$ cat config.mk
export PLATFORM = sky130hd
export DESIGN_NAME = regfile_wb_queue_flat
export DESIGN_NICKNAME = d
export VERILOG_FILES = /design/src/rtl/regfile_wb_queue_pkg.sv /design/src/rtl/regfile_wb_queue_if.sv /design/src/rtl/regfile_wb_match.sv /design/src/rtl/regfile_wb_queue.sv /design/src/flat_wrapper.sv
export SDC_FILE = /design/constraint.sdc
export NUM_CORES = 1
export LEC_CHECK = 0
export BUFFER_PORTS_ARGS = -buffer_cell sky130_fd_sc_hd__buf_4
export CAP_MARGIN = 40
export CORE_UTILIZATION = 40
export DETAILED_ROUTE_END_ITERATION = 10
export SYNTH_ARGS = -nofsm -noshare
export SYNTH_HDL_FRONTEND = slang
export SYNTH_SLANG_ARGS = --single-unit
$ cat constraint.sdc
create_clock -name clk -period 7.25 [get_ports clk]
set_input_delay 1.45 -clock clk [delete_from_list [all_inputs] [get_ports clk]]
set_output_delay 1.45 -clock clk [all_outputs]
set_load 0.02 [all_outputs]
$ cat src/rtl/regfile_wb_queue_pkg.sv
// Shared widths and the queued write-back entry type.
package regfile_wb_queue_pkg;
   localparam int AW        = 5;
   localparam int DW        = 32;
   localparam int DEPTH_DEF = 4;

   typedef struct packed {
      logic [AW-1:0] addr;
      logic [DW-1:0] data;
   } wb_entry_t;
endpackage

$ cat src/rtl/regfile_wb_queue_if.sv
// Result sources, register-file write port and bypass lookups of the write-back queue.
interface regfile_wb_queue_if
   import regfile_wb_queue_pkg::*;
#(
   parameter int DEPTH = DEPTH_DEF
) ();
   localparam int CW = $clog2(DEPTH) + 1;

   logic          mem_valid;
   logic [AW-1:0] mem_addr;
   logic [DW-1:0] mem_data;
   logic          mem_ready;
   logic          alu_valid;
   logic [AW-1:0] alu_addr;
   logic [DW-1:0] alu_data;
   logic          alu_ready;
   logic [AW-1:0] wb_addr;
   logic [DW-1:0] wb_data;
   logic          wb_we;
   logic [AW-1:0] lk1_addr;
   logic          lk1_hit;
   logic [DW-1:0] lk1_data;
   logic [AW-1:0] lk2_addr;
   logic          lk2_hit;
   logic [DW-1:0] lk2_data;
   logic [CW-1:0] count;
   logic          empty;

   // pipeline / bench side
   modport master (
      output mem_valid, mem_addr, mem_data, alu_valid, alu_addr, alu_data,
             lk1_addr, lk2_addr,
      input  mem_ready, alu_ready, wb_addr, wb_data, wb_we,
             lk1_hit, lk1_data, lk2_hit, lk2_data, count, empty
   );

   // queue side
   modport slave (
      input  mem_valid, mem_addr, mem_data, alu_valid, alu_addr, alu_data,
             lk1_addr, lk2_addr,
      output mem_ready, alu_ready, wb_addr, wb_data, wb_we,
             lk1_hit, lk1_data, lk2_hit, lk2_data, count, empty
   );
endinterface

$ cat src/rtl/regfile_wb_match.sv
// Bypass search for one lookup port: youngest valid queued entry with a matching address.
module regfile_wb_match
   import regfile_wb_queue_pkg::*;
#(
   parameter int DEPTH = DEPTH_DEF,
   localparam int PW   = $clog2(DEPTH)
) (
   input  wb_entry_t [DEPTH-1:0] ents,
   input  logic [DEPTH-1:0]      vld,
   input  logic [PW-1:0]         head,
   input  logic [AW-1:0]         addr,
   output logic                  hit,
   output logic [DW-1:0]         data
);
   logic [PW-1:0] idx;

   // Walk from head (oldest) towards tail; a later match overrides, so the youngest wins.
   always_comb begin
      hit  = 1'b0;
      data = '0;
      idx  = '0;
      for (int k = 0; k < DEPTH; k++) begin
         idx = head + PW'(k);
         if (vld[idx] && (ents[idx].addr == addr) && (addr != '0)) begin
            hit  = 1'b1;
            data = ents[idx].data;
         end
      end
   end
endmodule

$ cat src/rtl/regfile_wb_queue.sv
// In-order write-back queue: merges load and ALU results, retires one per clock to the
// register file write port, and exposes queued values to two decode-stage bypass ports.
module regfile_wb_queue
   import regfile_wb_queue_pkg::*;
#(
   parameter int DEPTH = DEPTH_DEF
) (
   input  logic               clk,
   input  logic               rst_n,
   regfile_wb_queue_if.slave  bus
);
   localparam int PW = $clog2(DEPTH);
   localparam int CW = PW + 1;

   wb_entry_t [DEPTH-1:0] ents;
   logic [DEPTH-1:0]      vld;
   logic [PW-1:0]         head, tail, alu_slot;
   logic [CW-1:0]         cnt, free;
   logic                  mem_push, alu_push, pop;
   logic [1:0]            npush;

   // Readies come from registered occupancy only; a same-cycle pop never frees a slot.
   always_comb begin
      free          = CW'(DEPTH) - cnt;
      bus.mem_ready = (free >= CW'(1));
      bus.alu_ready = bus.mem_valid ? (free >= CW'(2)) : (free >= CW'(1));
      // r0 writes are acknowledged but dropped
      mem_push      = bus.mem_valid && bus.mem_ready && (bus.mem_addr != '0);
      alu_push      = bus.alu_valid && bus.alu_ready && (bus.alu_addr != '0);
      npush         = {1'b0, mem_push} + {1'b0, alu_push};
      // the load result is older, so it takes the tail slot when both push
      alu_slot      = mem_push ? tail + PW'(1) : tail;
      pop           = (cnt != '0);
   end

   // Retire from head; outputs are forced to zero when nothing is queued.
   always_comb begin
      bus.wb_we   = pop;
      bus.wb_addr = pop ? ents[head].addr : '0;
      bus.wb_data = pop ? ents[head].data : '0;
      bus.count   = cnt;
      bus.empty   = (cnt == '0);
   end

   // Pointers, occupancy and per-entry valid bits.
   always_ff @(posedge clk or negedge rst_n) begin
      if (!rst_n) begin
         head <= '0;
         tail <= '0;
         cnt  <= '0;
         vld  <= '0;
      end else begin
         if (pop)      vld[head]     <= 1'b0;
         if (mem_push) vld[tail]     <= 1'b1;
         if (alu_push) vld[alu_slot] <= 1'b1;
         head <= head + PW'(pop);
         tail <= tail + PW'(npush);
         cnt  <= cnt + CW'(npush) - CW'(pop);
      end
   end

   // Entry payloads; only meaningful where the valid bit is set, so no reset needed.
   always_ff @(posedge clk) begin
      if (mem_push) ents[tail]     <= '{addr: bus.mem_addr, data: bus.mem_data};
      if (alu_push) ents[alu_slot] <= '{addr: bus.alu_addr, data: bus.alu_data};
   end

   regfile_wb_match #(.DEPTH(DEPTH)) u_lk1 (
      .ents (ents),
      .vld  (vld),
      .head (head),
      .addr (bus.lk1_addr),
      .hit  (bus.lk1_hit),
      .data (bus.lk1_data)
   );

   regfile_wb_match #(.DEPTH(DEPTH)) u_lk2 (
      .ents (ents),
      .vld  (vld),
      .head (head),
      .addr (bus.lk2_addr),
      .hit  (bus.lk2_hit),
      .data (bus.lk2_data)
   );
endmodule
$ cat src/flat_wrapper.sv
// flat-port wrapper written by rule: the top's interface ports become plain ports
module regfile_wb_queue_flat import regfile_wb_queue_pkg::*;
#(
   parameter int DEPTH = DEPTH_DEF
)
  (clk, rst_n, bus_mem_valid, bus_mem_addr, bus_mem_data, bus_alu_valid, bus_alu_addr, bus_alu_data, bus_lk1_addr, bus_lk2_addr, bus_mem_ready, bus_alu_ready, bus_wb_addr, bus_wb_data, bus_wb_we, bus_lk1_hit, bus_lk1_data, bus_lk2_hit, bus_lk2_data, bus_count, bus_empty);
  regfile_wb_queue_if #(.DEPTH(DEPTH)) bus_i ();
  input  logic clk;
  input  logic rst_n;
  input wire logic [$bits(bus_i.mem_valid)-1:0] bus_mem_valid;
  input wire logic [$bits(bus_i.mem_addr)-1:0] bus_mem_addr;
  input wire logic [$bits(bus_i.mem_data)-1:0] bus_mem_data;
  input wire logic [$bits(bus_i.alu_valid)-1:0] bus_alu_valid;
  input wire logic [$bits(bus_i.alu_addr)-1:0] bus_alu_addr;
  input wire logic [$bits(bus_i.alu_data)-1:0] bus_alu_data;
  input wire logic [$bits(bus_i.lk1_addr)-1:0] bus_lk1_addr;
  input wire logic [$bits(bus_i.lk2_addr)-1:0] bus_lk2_addr;
  output wire logic [$bits(bus_i.mem_ready)-1:0] bus_mem_ready;
  output wire logic [$bits(bus_i.alu_ready)-1:0] bus_alu_ready;
  output wire logic [$bits(bus_i.wb_addr)-1:0] bus_wb_addr;
  output wire logic [$bits(bus_i.wb_data)-1:0] bus_wb_data;
  output wire logic [$bits(bus_i.wb_we)-1:0] bus_wb_we;
  output wire logic [$bits(bus_i.lk1_hit)-1:0] bus_lk1_hit;
  output wire logic [$bits(bus_i.lk1_data)-1:0] bus_lk1_data;
  output wire logic [$bits(bus_i.lk2_hit)-1:0] bus_lk2_hit;
  output wire logic [$bits(bus_i.lk2_data)-1:0] bus_lk2_data;
  output wire logic [$bits(bus_i.count)-1:0] bus_count;
  output wire logic [$bits(bus_i.empty)-1:0] bus_empty;
  assign bus_i.mem_valid = bus_mem_valid;
  assign bus_i.mem_addr = bus_mem_addr;
  assign bus_i.mem_data = bus_mem_data;
  assign bus_i.alu_valid = bus_alu_valid;
  assign bus_i.alu_addr = bus_alu_addr;
  assign bus_i.alu_data = bus_alu_data;
  assign bus_i.lk1_addr = bus_lk1_addr;
  assign bus_i.lk2_addr = bus_lk2_addr;
  assign bus_mem_ready = bus_i.mem_ready;
  assign bus_alu_ready = bus_i.alu_ready;
  assign bus_wb_addr = bus_i.wb_addr;
  assign bus_wb_data = bus_i.wb_data;
  assign bus_wb_we = bus_i.wb_we;
  assign bus_lk1_hit = bus_i.lk1_hit;
  assign bus_lk1_data = bus_i.lk1_data;
  assign bus_lk2_hit = bus_i.lk2_hit;
  assign bus_lk2_data = bus_i.lk2_data;
  assign bus_count = bus_i.count;
  assign bus_empty = bus_i.empty;
  regfile_wb_queue #(.DEPTH(DEPTH)) u_core (.clk(clk), .rst_n(rst_n), .bus(bus_i));
endmodule
==> impl_results.md <==
* Run status: finished clean
* Overall die height at 188 um
* Setup crit end kind: output port
* Crit path DAT at 4.88 ns
* Post-DR vias/cell at 6.07
* Net count after synthesis at 1682
* Post-CTS Hold Buffers at 0
* DIE WIDTH at 188 um
* Post-synthesis mux area share at 30.6%
* Global route overflow at 0
* Compound-Gate Fraction of Synth Area at 19.8%
* WP data required at 5.80 ns
* Synth Area in Simple Gates at 14.6%
* Proportion of netlist area held by the largest area contributor at 21.4%
* Crit Path Category: reg2out
* FF-to-FF setup slack at 3.59 ns
* Starting density of the core at 41.0%
* Post-Syn Area at 13800 um^2
* Root Driver: clkbuf_16
* CP Max Fanout at 155
* RSZ-0062 raised after global routing: no
* Post-CTS setup buffer count at 0
* Largest net degree at the start of global routing at 156
* Num CTS Buffers at 17
* TritonCTS clock tree: yes
* Via Count at 12904
* Slew headroom at 23.1%
* First-pass GRT wire length at 72600 um
* Adder-Cell Fraction of Synth Area at 1.77%
* HP Class: reg2reg
* Yosys top cell by area: dfxtp_1
* WL/cell at 21.8 um
* Cell count after synthesis at 1575
* Initial antenna violation count at 3
* Clk_lat worst skew at 0.44 ns
* Register-to-Register Path Depth at 10
* CTS clock-pin slew for the worst setup and hold paths at 0.07 ns
* Initial drt markers at 1109
* Layout cell share with drive strength beyond 1 at 27.5%
* Clock Skews at 0.0109 ns
* Worst-margin pin slew at 1.15 ns
* Register area share after synthesis at 23.4%
* Fin crit share at 87.3%
* Area Growth Syn to Fin at 17.0%
* Number of global-route vias before repair at 12631
* Setup tns final at 0 ns
* Crit path launch: u_core.head[0]
* Synth Register Bits at 159
* Row cnt at 67
* Syn_area_per_cell at 8.79 um^2
* Post-Route WL at 46300 um
* Resized cells post-CTS at 0
* Dpl hpwl at 30900 um
* CP Launch Type: flip-flop
* Xor-xnor portion of the synthesized cell area at 2.94%
* Crit path to: bus_lk1_data[10]
* Final setup violation count at 0
* Core Area at 33800 um^2
* Worst R2R Start: u_core.bus.count[0]
* Max_cap viols at 0
* Final ANT Viol Nets at 0
* Worst R2R End: u_core.vld[2]
* Post-synth top flop: dfxtp_1
* Largest cells by area after synthesis: dfxtp_1 (21%), mux4_2 (14%), mux2i_1 (13%), nor2_1 (7.2%), a21oi_1 (6.6%)
* Ports at 198
* Largest family of logic cells by synthesized area: multiplexers
* Port bufs at 197
* Count of cell types in the netlist at 61
* Ys Warns at 0
* H-tree Lvls at 4
* Fin. Hold Viols at 0
* Crit path time final at 6.33 ns
* Final layout net count at 1769
* First drt pass iteration count at 6
* Max frequency at 158 MHz
* Num Clock Sinks at 159
* EDFF count, synth at 0
* Total GRT Usage at 26.2%
* Slew Limit Fails at 0
* DIE AREA at 35400 um^2
* Post-synth ARST share at 6.92%
* GPL Wtd Cong at 0.881
* Clock Path Buffers at 2
* DRC Markers at 0
[state kept, by name, summed over array words and instances, names as in the netlist]
name	count
u_core.vld	4
u_core.bus.count	3
u_core.ents	148
u_core.head	2
u_core.tail	2
[critical path, stage by stage, from the launching register on]
cell	delay, ns
dfrtp_4	0.43
buf_12	0.64
mux4_2	0.66
xor2_1	0.19
nor4_4	0.60
and2_2	0.71
buf_16	0.26
a221oi_2	0.09
o31ai_2	0.36
buf_4	0.21
[placed cells by master, fill, tap and decap left out, types with 6 or more instances in the layout]
cell type	netlist	final
o21ai_0	45	42
clkbuf_16	0	17
nor3_1	7	7
a21oi_1	183	183
dfxtp_1	148	148
xor2_1	9	9
buf_4	5	220
mux2i_1	184	184
dfrtp_1	11	9
nand2_1	92	88
ha_1	18	16
o31ai_2	26	26
nor2_1	264	262
xnor2_1	30	30
inv_1	45	45
mux4_2	86	86
buf_16	0	6
a221oi_2	23	22
mux2_2	34	34
and2_1	9	8
a31oi_1	53	53
nand3_1	8	8
o221ai_1	30	30
o21a_1	6	6
and4_1	32	32
[cell families (layout without fill, tap and decap cells)]
family | count (synthesis) | count (layout)
buf+inv | 208 | 308
mux | 307 | 307
xor+xnor | 43 | 43
simple gates | 440 | 440
other cells | 0 | 2
compound gates | 399 | 399
fa+ha+maj | 19 | 19
flops | 159 | 159
[layout make-up]
class,instances,area [um^2]
flip-flops and latches,159,3240
inverters,46,173
multi-input cells,1208,9760
fillers,3207,17600
diodes,2,5.00
clock buffers,19,453
clock inverters,13,105
well taps,448,561
repair buffers,230,1890
[how the worst min path moves through the flow]
stage / slack (ns) / start / end / cells past startpoint
after CTS: 0.57 / u_core.ents[46] / u_core.ents[46] / 2
after global routing: 0.59 / u_core.ents[8] / u_core.ents[8] / 2
after detailed placement: 0.56 / u_core.ents[46] / u_core.ents[46] / 2
final: 0.57 / u_core.ents[62] / u_core.ents[62] / 2
after floorplan: 0.52 / u_core.vld[0] / u_core.vld[0] / 2
after global placement: 0.55 / u_core.ents[31] / u_core.ents[31] / 2
[metal layers]
metal | vias up | routed length [um] | track usage, %
li1 | 6033 | - | -
met1 | 6232 | 19400 | 34.1
met2 | 570 | 22100 | 43.5
met3 | 67 | 3590 | 4.68
met4 | 2 | 1110 | 9.19
met5 | - | 13 | 0
[cells in the mapped netlist, drive strengths merged, types with 2 or more instances]
master   number
a2111oi       5
a311oi        3
nor3          7
a211o         5
buf          65
and4         32
a31oi        53
inv          45
or4b          2
nand3         8
o311a         2
xor2          9
a21oi       183
o31ai        26
nor3b         2
nand2        92
a22o          5
mux4         89
o22ai         3
mux2         34
and3          4
dfrtp        11
and2          9
or3           2
or4           3
ha           18
xnor2        34
mux2i       184
nand4         6
nor4b         3
nor2        264
dfxtp       148
o21ai        47
a221oi       27
clkbuf       97
o221ai       30
o21a          6
[per-stage QoR]
step	util [%]	worst slack [ns]	area (um^2)	hold WS [ns]	std cells
after floorplan	-	1.95	13800	0.522	1575
final	47.9	0.922	16200	0.573	2125
after global routing	47.9	0.829	16200	0.591	2124
after global placement	45.7	1.36	15400	0.555	2083
after detailed placement	46.3	1.50	15600	0.560	2091
after CTS	47.9	1.05	16200	0.571	2123
Power is left out: the tool's default activity adds up to more than one toggle a clock period on the data nets, which glitch-free logic cannot reach.
